`src/rtl/control_pkg.sv`:
```
// Shared encodings for the RV32I control unit: opcodes, func3 values,
// immediate/ALU enums and the main-decoder payload.
package control_pkg;

    localparam int unsigned OP_W  = 7;
    localparam int unsigned F3_W  = 3;
    localparam int unsigned F7_W  = 7;
    localparam int unsigned RES_W = 2;

    localparam logic [OP_W-1:0] OP_LOAD   = 7'b0000011;
    localparam logic [OP_W-1:0] OP_STORE  = 7'b0100011;
    localparam logic [OP_W-1:0] OP_RTYPE  = 7'b0110011;
    localparam logic [OP_W-1:0] OP_ITYPE  = 7'b0010011;
    localparam logic [OP_W-1:0] OP_BRANCH = 7'b1100011;
    localparam logic [OP_W-1:0] OP_JAL    = 7'b1101111;
    localparam logic [OP_W-1:0] OP_LUI    = 7'b0110111;

    localparam logic [F3_W-1:0] F3_ADD  = 3'b000;
    localparam logic [F3_W-1:0] F3_SLL  = 3'b001;
    localparam logic [F3_W-1:0] F3_SLT  = 3'b010;
    localparam logic [F3_W-1:0] F3_SLTU = 3'b011;
    localparam logic [F3_W-1:0] F3_XOR  = 3'b100;
    localparam logic [F3_W-1:0] F3_SRL  = 3'b101;
    localparam logic [F3_W-1:0] F3_OR   = 3'b110;
    localparam logic [F3_W-1:0] F3_AND  = 3'b111;
    localparam logic [F3_W-1:0] F3_BEQ  = 3'b000;
    localparam logic [F3_W-1:0] F3_BNE  = 3'b001;

    localparam logic [RES_W-1:0] RES_ALU = 2'b00;
    localparam logic [RES_W-1:0] RES_MEM = 2'b01;
    localparam logic [RES_W-1:0] RES_PC4 = 2'b10;
    localparam logic [RES_W-1:0] RES_IMM = 2'b11;

    typedef enum logic [2:0] {
        IMM_I = 3'b000,
        IMM_S = 3'b001,
        IMM_B = 3'b010,
        IMM_U = 3'b011,
        IMM_J = 3'b100
    } imm_type_e;

    typedef enum logic [2:0] {
        ALU_ADD = 3'b000,
        ALU_SUB = 3'b001,
        ALU_AND = 3'b010,
        ALU_OR  = 3'b011,
        ALU_XOR = 3'b100,
        ALU_SLT = 3'b101,
        ALU_SLL = 3'b110,
        ALU_SRL = 3'b111
    } alu_ctrl_e;

    typedef enum logic [1:0] {
        ALU_OP_ADD   = 2'b00,
        ALU_OP_SUB   = 2'b01,
        ALU_OP_FUNCT = 2'b10
    } alu_op_e;

    // Main-decoder payload handed to the output/ALU-decode logic
    typedef struct packed {
        logic              reg_write;
        logic              mem_write;
        imm_type_e         imm_type;
        logic              alu_src;
        logic [RES_W-1:0]  result_src;
        alu_op_e           alu_op;
        logic              jump;
        logic              branch;
        logic              op_ok;
    } main_ctrl_t;

endpackage

```
`src/rtl/control_alu_dec.sv`:
```
// ALU decoder: maps alu_op/func3/func7[5] to an ALU operation and flags
// encodings the ALU does not implement.
module control_alu_dec
    import control_pkg::*;
(
    input  logic [1:0]      alu_op_i,
    input  logic [F3_W-1:0] func3_i,
    input  logic            func7_5_i,
    input  logic            op_5_i,
    output logic [2:0]      alu_control_o,
    output logic            illegal_alu_o
);

    always_comb begin
        alu_control_o = ALU_ADD;
        illegal_alu_o = 1'b0;
        case (alu_op_i)
            ALU_OP_ADD: alu_control_o = ALU_ADD;
            ALU_OP_SUB: alu_control_o = ALU_SUB;
            ALU_OP_FUNCT: begin
                case (func3_i)
                    // op_5 distinguishes R-type from ADDI, whose func7 bits are immediate
                    F3_ADD:  alu_control_o = (op_5_i && func7_5_i) ? ALU_SUB : ALU_ADD;
                    F3_SLL:  alu_control_o = ALU_SLL;
                    F3_SLT:  alu_control_o = ALU_SLT;
                    F3_SLTU: illegal_alu_o = 1'b1;
                    F3_XOR:  alu_control_o = ALU_XOR;
                    F3_SRL:  alu_control_o = ALU_SRL;
                    F3_OR:   alu_control_o = ALU_OR;
                    F3_AND:  alu_control_o = ALU_AND;
                    default: alu_control_o = ALU_ADD;
                endcase
            end
            default: alu_control_o = ALU_ADD;
        endcase
    end

endmodule

```
`src/rtl/control.sv`:
```
// RV32I control unit: combinational main decoder, ALU decoder and branch
// resolution, plus a sticky flag recording any illegal instruction since reset.
module control
    import control_pkg::*;
(
    input  logic             clk,
    input  logic             rst_n,
    input  logic [OP_W-1:0]  op_code,
    input  logic [F3_W-1:0]  func3,
    input  logic [F7_W-1:0]  func7,
    input  logic             zero,
    output logic             reg_write,
    output logic             mem_write,
    output logic [2:0]       imm_type,
    output logic [2:0]       alu_control,
    output logic             alu_src,
    output logic [RES_W-1:0] result_src,
    output logic             pc_src,
    output logic             illegal,
    output logic             illegal_seen
);

    main_ctrl_t dec;
    logic       illegal_alu;
    logic       illegal_br;
    logic       br_taken;
    logic       illegal_seen_q;
    logic       illegal_seen_d;
    logic       unused_func7;

    assign unused_func7 = ^{func7[6], func7[4:0]};

    // Main decoder
    always_comb begin
        dec            = '0;
        dec.imm_type   = IMM_I;
        dec.alu_op     = ALU_OP_ADD;
        dec.result_src = RES_ALU;
        case (op_code)
            OP_LOAD: begin
                dec.reg_write  = 1'b1;
                dec.alu_src    = 1'b1;
                dec.result_src = RES_MEM;
                dec.op_ok      = 1'b1;
            end
            OP_STORE: begin
                dec.mem_write = 1'b1;
                dec.imm_type  = IMM_S;
                dec.alu_src   = 1'b1;
                dec.op_ok     = 1'b1;
            end
            OP_RTYPE: begin
                dec.reg_write = 1'b1;
                dec.alu_op    = ALU_OP_FUNCT;
                dec.op_ok     = 1'b1;
            end
            OP_ITYPE: begin
                dec.reg_write = 1'b1;
                dec.alu_src   = 1'b1;
                dec.alu_op    = ALU_OP_FUNCT;
                dec.op_ok     = 1'b1;
            end
            OP_BRANCH: begin
                dec.imm_type = IMM_B;
                dec.alu_op   = ALU_OP_SUB;
                dec.branch   = 1'b1;
                dec.op_ok    = 1'b1;
            end
            OP_JAL: begin
                dec.reg_write  = 1'b1;
                dec.imm_type   = IMM_J;
                dec.result_src = RES_PC4;
                dec.jump       = 1'b1;
                dec.op_ok      = 1'b1;
            end
            OP_LUI: begin
                dec.reg_write  = 1'b1;
                dec.imm_type   = IMM_U;
                dec.alu_src    = 1'b1;
                dec.result_src = RES_IMM;
                dec.op_ok      = 1'b1;
            end
            default: dec.op_ok = 1'b0;
        endcase
    end

    control_alu_dec u_alu_dec (
        .alu_op_i      (dec.alu_op),
        .func3_i       (func3),
        .func7_5_i     (func7[5]),
        .op_5_i        (op_code[5]),
        .alu_control_o (alu_control),
        .illegal_alu_o (illegal_alu)
    );

    // Only BEQ and BNE are supported branch conditions
    assign br_taken   = ((func3 == F3_BEQ) && zero) || ((func3 == F3_BNE) && !zero);
    assign illegal_br = dec.branch && !((func3 == F3_BEQ) || (func3 == F3_BNE));
    assign pc_src     = dec.jump || (dec.branch && br_taken);

    assign illegal    = !dec.op_ok || illegal_alu || illegal_br;

    // Illegal instructions must never commit architectural state
    assign reg_write  = dec.reg_write && !illegal;
    assign mem_write  = dec.mem_write && !illegal;
    assign imm_type   = dec.imm_type;
    assign alu_src    = dec.alu_src;
    assign result_src = dec.result_src;

    assign illegal_seen_d = illegal_seen_q || illegal;

    always_ff @(posedge clk or negedge rst_n) begin
        if (!rst_n) begin
            illegal_seen_q <= 1'b0;
        end else begin
            illegal_seen_q <= illegal_seen_d;
        end
    end

    assign illegal_seen = illegal_seen_q;

endmodule

```
`config.mk`:
```
export PLATFORM = sky130hd
export DESIGN_NAME = control
export DESIGN_NICKNAME = d
export VERILOG_FILES = /design/src/rtl/control_pkg.sv /design/src/rtl/control_alu_dec.sv /design/src/rtl/control.sv
export SDC_FILE = /design/constraint.sdc
export NUM_CORES = 1
export LEC_CHECK = 0
export ABC_AREA = 1
export CORE_UTILIZATION = 34
export CTS_CLUSTER_DIAMETER = 50
export CTS_CLUSTER_SIZE = 8
export DETAILED_ROUTE_END_ITERATION = 6
export GPL_TIMING_DRIVEN = 0
export PLACE_DENSITY = 0.75
export SYNTH_ARGS = -nofsm -noshare
export SYNTH_HDL_FRONTEND = slang
export SYNTH_HIERARCHICAL = 1
export SYNTH_SLANG_ARGS = --single-unit
```
`constraint.sdc`:
```
create_clock -name clk -period 1.65 [get_ports clk]
set_input_delay 0.165 -clock clk [delete_from_list [all_inputs] [get_ports clk]]
set_output_delay 0.165 -clock clk [all_outputs]
set_load 0.05 [all_outputs]
```
==> results of run 1 <==
==> cells in the mapped netlist <==
cell type	n	area [um2]
nor2_2	2	12.51
ha_1	2	25.02
a21oi_2	1	8.760
o21ai_2	1	8.760
or2_1	1	6.260
nor2_1	11	41.29
nand3b_1	1	7.510
nand2_2	3	18.77
nand2_1	21	78.83
nand3_1	6	30.03
o21ai_4	1	16.27
inv_2	3	11.26
nor3_1	1	5.000
a21oi_1	3	15.01
dfrtp_1	1	25.02
o21ai_0	1	5.000
nand3_2	2	20.02
nand2_4	3	33.78
inv_1	15	56.30
nor2_4	2	22.52
buf_4	5	37.54
==> worst max path at each step <==
stage | start | endpoint | slack, ps
after floorplan | op_code[2] | mem_write | -30
after global placement | op_code[5] | mem_write | -1160
after detailed placement | op_code[5] | mem_write | -1200
after CTS | op_code[4] | reg_write | 3
after global routing | op_code[3] | reg_write | -120
final | op_code[4] | reg_write | -10
==> cells by family after synthesis <==
family | Yosys count | share of synthesized area [%]
compound gates | 7 | 11.08
fa+ha+maj | 2 | 5.154
buf+inv | 23 | 21.65
flops | 1 | 5.154
simple gates | 53 | 56.96
==> stage by stage <==
| stage | hold slack, ps | cell area [um2] | power (mW) | cells | utilization, % |
|---|---|---|---|---|---|
| global placement | 313.5 | 794.5 | 0.1275 | 128 | 60.30 |
| global route | 332.2 | 925.9 | 0.1534 | 141 | 70.28 |
| finish | 314.3 | 925.9 | 0.1431 | 141 | 70.28 |
| detailed placement | 315.1 | 794.5 | 0.1296 | 128 | 60.30 |
| CTS | 315.1 | 868.3 | 0.1325 | 138 | 65.91 |
| floorplan | -130.6 | 505.5 | 0.07896 | 86 | - |
==> final cells by class <==
cell class	instances	area, um2	area share (%)
sequential	1	25.02	2.703
timing repair buffer	40	350.3	37.84
inverter	18	75.07	8.108
multi-input combinational	62	419.2	45.27
buffer	5	37.54	4.054
tap	15	18.77	2.027
==> routing by layer <==
metal | global-route usage, % | vias up | part of all wire (%)
met5 | 0 | - | 0
met4 | 0 | 0 | 0
met3 | 0 | 0 | 1.1
met2 | 35.25 | 9 | 55
met1 | 25.99 | 281 | 43
li1 | - | 338 | -
==> worst max-delay path: stages <==
cell and delay, ps:
buf_4 130, inv_2 60, nand2_2 60, nor2_4 130, nand2_4 60, inv_2 60
inv_2 40, ha_4 150, inv_4 60, nor3_2 40, inv_1 50, nand2_1 50
inv_2 80, o21ai_4 90, nor2_4 120, buf_8 150
==> what timing repair did <==
action | CTS | global route
hold buffers | 0 | 0
pin swaps | 11 | 3
setup buffers | 10 | 3
resized for setup | 86 | 28
endpoints found under the setup margin | 14 | 12
==> power by group through the flow <==
stage          clock network, mW  logic [mW]  registers, mW
2_1_floorplan                  0      0.0540         0.0250
3_3_place_gp                   0       0.103         0.0250
3_5_place_dp                   0       0.105         0.0250
4_1_cts                        0       0.107         0.0250
5_1_grt                        0       0.128         0.0250
6_report                       0       0.118         0.0250
==> flow_summary.toml, run 1 <==
[timing]
rsz0062_at_grt = "true"
setup_violations = 2
fin_ws_ps = -12.64
hold_viol_final = 0
period_needed_ps = 1663
fin_crit_sh_pct = 100.8
tightest_slew_ps = 484.3
slew_violations = 0
fmax_mhz = 601.5
fin_skew_ps = 0
setup-tns-final_ps = -25.10
relSlewSlack_pct = 67.61

[floorplanning]
die-area_mm2 = 0.001583
io_pins = 34
start_util_pct = 36.85
core_area_mm2 = 0.001318
die_w_um = 39.79
fp-row-count = 13
die_h_um = 39.79

[critical_path]
crit_arrival_ps = 1500
critical_path.startpoint_type = "primary input"
r2r_cells = 1
reg2reg_slack_ps = 1020
end_kind = "output port"
cp_max_fo = 4
required_ps = 1480
crit_type = "primary input to output port"
regToRegStartpoint = "illegal_seen$_DFF_PN0_"
worstReg2RegEnd = "illegal_seen$_DFF_PN0_"

[pwr]
powerDensity_mw_per_mm2 = 154.6
irDropWorstVdd_v = 0.0001289
clkPwrFrac_pct = 0
combPwrFrac_pct = 82.6
power.internal_mw = 0.07841
seqPwrFrac_pct = 17.4
leakagePower_nw = 0.5247
switching_power_mw = 0.06470
swShare_pct = 45.21

[grt]
grt_max_degree = 8
first_global_vias = 514
global_route.usage.total_pct = 19.19
grt_pass1_wl_um = 2152
overflow = 0
antenna_found_initial = 0

[detailed_routing]
routedWlPerCell_um = 10.01
drt_wl_total_um = 1411
first_pass_iters = 4
vias_per_cell = 4.454
drc = 0
drt_first_iter_violations = 13
route.antenna.remaining_nets = 0
vias = 628

[layout]
syn2layout_area_growth_pct = 90.72
drive_above_1_share_pct = 54.76
n_antenna_cell = 0
fin_nets = 150
layout_common_cells = "nand2_1 (20), buf_4 (20), nor2_1 (11), inv_2 (8), inv_1 (7)"
largest_reg_flops = 1
fillCellCount = 127

[placed_design]
pre_cts_ws_ps = -1203
place_hpwl_um = 1029
routabilityCongestion = 0.7730
portBuffers = 27

[clock_tree]
insertion_delay_ps = 0
path_clk_slew_ps = 0

[logic_synthesis]
syn_inst = 86
yosysWarnings = 6
ys_types = 21
synth.net_count = 108
ys_seq_area_share_pct = 5.155
netlist_area_um2 = 485.5
avgSynthCellArea_um2 = 5.645
ys_ff_latch = 1

[run_status]
violations = "negative setup slack"
status = "complete, but fails checks"

[min_path]
hold_class = "primary input to async pin"

[job]
max_cap_violations = 0
(Power assumes the default switching activity.)
==> run 2, diff against run 1 <==
--- a/config.mk
+++ b/config.mk
@@ -6,7 +6,7 @@
 export NUM_CORES = 1
 export LEC_CHECK = 0
 export ABC_AREA = 1
-export CORE_UTILIZATION = 34
+export CORE_UTILIZATION = 32
 export CTS_CLUSTER_DIAMETER = 50
 export CTS_CLUSTER_SIZE = 8
 export DETAILED_ROUTE_END_ITERATION = 6
@@ -14,5 +14,4 @@
 export PLACE_DENSITY = 0.75
 export SYNTH_ARGS = -nofsm -noshare
 export SYNTH_HDL_FRONTEND = slang
-export SYNTH_HIERARCHICAL = 1
 export SYNTH_SLANG_ARGS = --single-unit
==> flow_summary.toml, run 2 <==
[pwr]
leakagePower_nw = 0.4424
powerDensity_mw_per_mm2 = 176.3
irDropWorstVdd_v = 0.00008826

[logic_synthesis]
synth-async-reset-ratio_pct = 100.0
synth.net_count = 94
avgSynthCellArea_um2 = 5.943
synthTopCellsByCount = "inv_1 (13), nand2_1 (13), nor2_1 (8)"
synth-main-ff-cell = "dfrtp_1"
synthTopCellsByArea = "inv_1 (11%), nand2_1 (11%), nand2_2 (8.8%)"
yosysWarnings = 0
syn_inst = 72
synth_top_area_share_pct = 11.40
netlist_area_um2 = 427.9
ys_types = 24
synth_top_area_cell = "inv_1"
synth_edf_count = 0
ys_ff_latch = 1
ys_seq_area_share_pct = 5.848

[placed_design]
place_hpwl_um = 878.2
placed_area_um2 = 720.7
routabilityCongestion = 0.7171
dpl.cell_count = 112
portBuffers = 26

[grt]
global_route.usage.total_pct = 18.16
overflow = 0
antenna_found_initial = 0
first_global_vias = 500
grt_max_degree = 9
grt_pass1_wl_um = 1994

[layout]
fin_util_pct = 67.52
largest_reg_flops = 1
layout_commonest_cell = "nand2_1"
fin_nets = 130
seqCellArea_um2 = 25.02
drive_above_1_share_pct = 47.17
n_antenna_cell = 0
final_area_um2 = 790.8
syn2layout_area_growth_pct = 84.80
multiInputGateArea_um2 = 387.9
layout_common_cells = "nand2_1 (12), inv_1 (10), buf_4 (9), nor2_1 (7)"
instances_no_fill = 120
fillCellCount = 109

[timing]
whs_ps = 325.3
setup-tns-final_ps = 0
tightest_slew_ps = 487.3
hold_viol_final = 0
slew_violations = 0
period_needed_ps = 1614
setup_violations = 0
relSlewSlack_pct = 67.41
fmax_mhz = 619.7
fin_skew_ps = 0
fin_crit_sh_pct = 97.79

[detailed_routing]
vias_per_cell = 4.767
first_pass_iters = 4
drc = 0
drt_wl_total_um = 1313
vias = 572
drt_first_iter_violations = 2
routedWlPerCell_um = 10.94
route.antenna.remaining_nets = 0

[floorplanning]
start_util_pct = 36.54
die_w_um = 38.57
io_pins = 34
die_h_um = 38.57
core_area_mm2 = 0.001171
fp-row-count = 12
die-area_mm2 = 0.001488

[critical_path]
critical_path.startpoint_type = "primary input"
crit_type = "primary input to output port"
crit_arrival_ps = 1450
end_kind = "output port"
required_ps = 1480
cp_max_fo = 4

[clock_tree]
insertion_delay_ps = 0
path_clk_slew_ps = 0

[min_path]
hold_class = "primary input to async pin"

[run_status]
status = "completed"

[job]
max_cap_violations = 0
==> run 2: cell types whose count changed in the layout (fill, tap and decap cells not counted), sizes merged, moves of 3 or more <==
cell / change
nand3: -4
inv: -3
nand2: -7
nand4: +3
buf: -12
==> run 2: kinds of logic after synthesis <==
group | after synthesis | synth area share (%)
fa+ha+maj | 2 | 5.847
simple gates | 45 | 58.77
xor+xnor | 1 | 2.047
flops | 1 | 5.847
buf+inv | 16 | 15.79
compound gates | 7 | 11.69
==> run 2: report_power, final <==
group          switching [mW]  total, mW  leakage [nW]  internal [mW]
Sequential                  0     0.0250       0.00875         0.0250
Clock                       0          0             0              0
Combinational          0.0657      0.114         0.434         0.0487
Total                  0.0657      0.139         0.442         0.0737
==> run 2: layout make-up <==
type                       count  share of cell area (%)
buffer                         1                   1.424
timing repair buffer          34                   36.39
tap                           14                   2.215
inverter                      15                   7.753
multi-input combinational     55                   49.05
sequential                     1                   3.165
==> run 2: worst max-delay path, stage by stage <==
cell	delay, ps
clkdlybuf4s15_1	170
nand2_2	100
inv_4	90
nand2_4	60
nor2_4	90
inv_2	70
ha_4	170
nand4_1	110
nand2_4	90
nor3_4	130
buf_6	180
==> run 2: final timing paths <==
| check | startpoint | slack, ps | cells after the start | to |
|---|---|---|---|---|
| max reg2reg | illegal_seen$_DFF_PN0_ | 1080 | 2 | illegal_seen$_DFF_PN0_ |
| min | rst_n | 330 | 1 | illegal_seen$_DFF_PN0_ |
| min reg2reg | illegal_seen$_DFF_PN0_ | 460 | 2 | illegal_seen$_DFF_PN0_ |
| min in group clk | illegal_seen$_DFF_PN0_ | 460 | 2 | illegal_seen$_DFF_PN0_ |
| max | op_code[0] | 40 | 11 | mem_write |
| max in group asynchronous | rst_n | 1220 | 1 | illegal_seen$_DFF_PN0_ |
==> run 2: metal layers <==
metal / share of wire [%] / vias to the layer above / global-route usage [%]
met5: 0 / - / 0
met4: 1.1 / 0 / 2.586
met3: 6.0 / 2 / 0.5780
met2: 51 / 21 / 32.92
met1: 41 / 255 / 23.96
li1: - / 294 / -
==> run 2: timing repair <==
action	4_1_cts	5_1_grt
pin swaps	10	8
setup buffers	4	4
setup endpoints to repair	14	11
hold endpoints to repair	0	0
hold buffers	0	0
gates resized for setup	71	24
==> run 2: per-stage QoR <==
stage | setup WS [ps] | total power, mW
6_report | 36.41 | 0.1394
4_1_cts | 12.71 | 0.1327
5_1_grt | -21.51 | 0.1493
3_3_place_gp | -1086 | 0.1265
3_5_place_dp | -1129 | 0.1277
2_1_floorplan | -86.54 | 0.07897
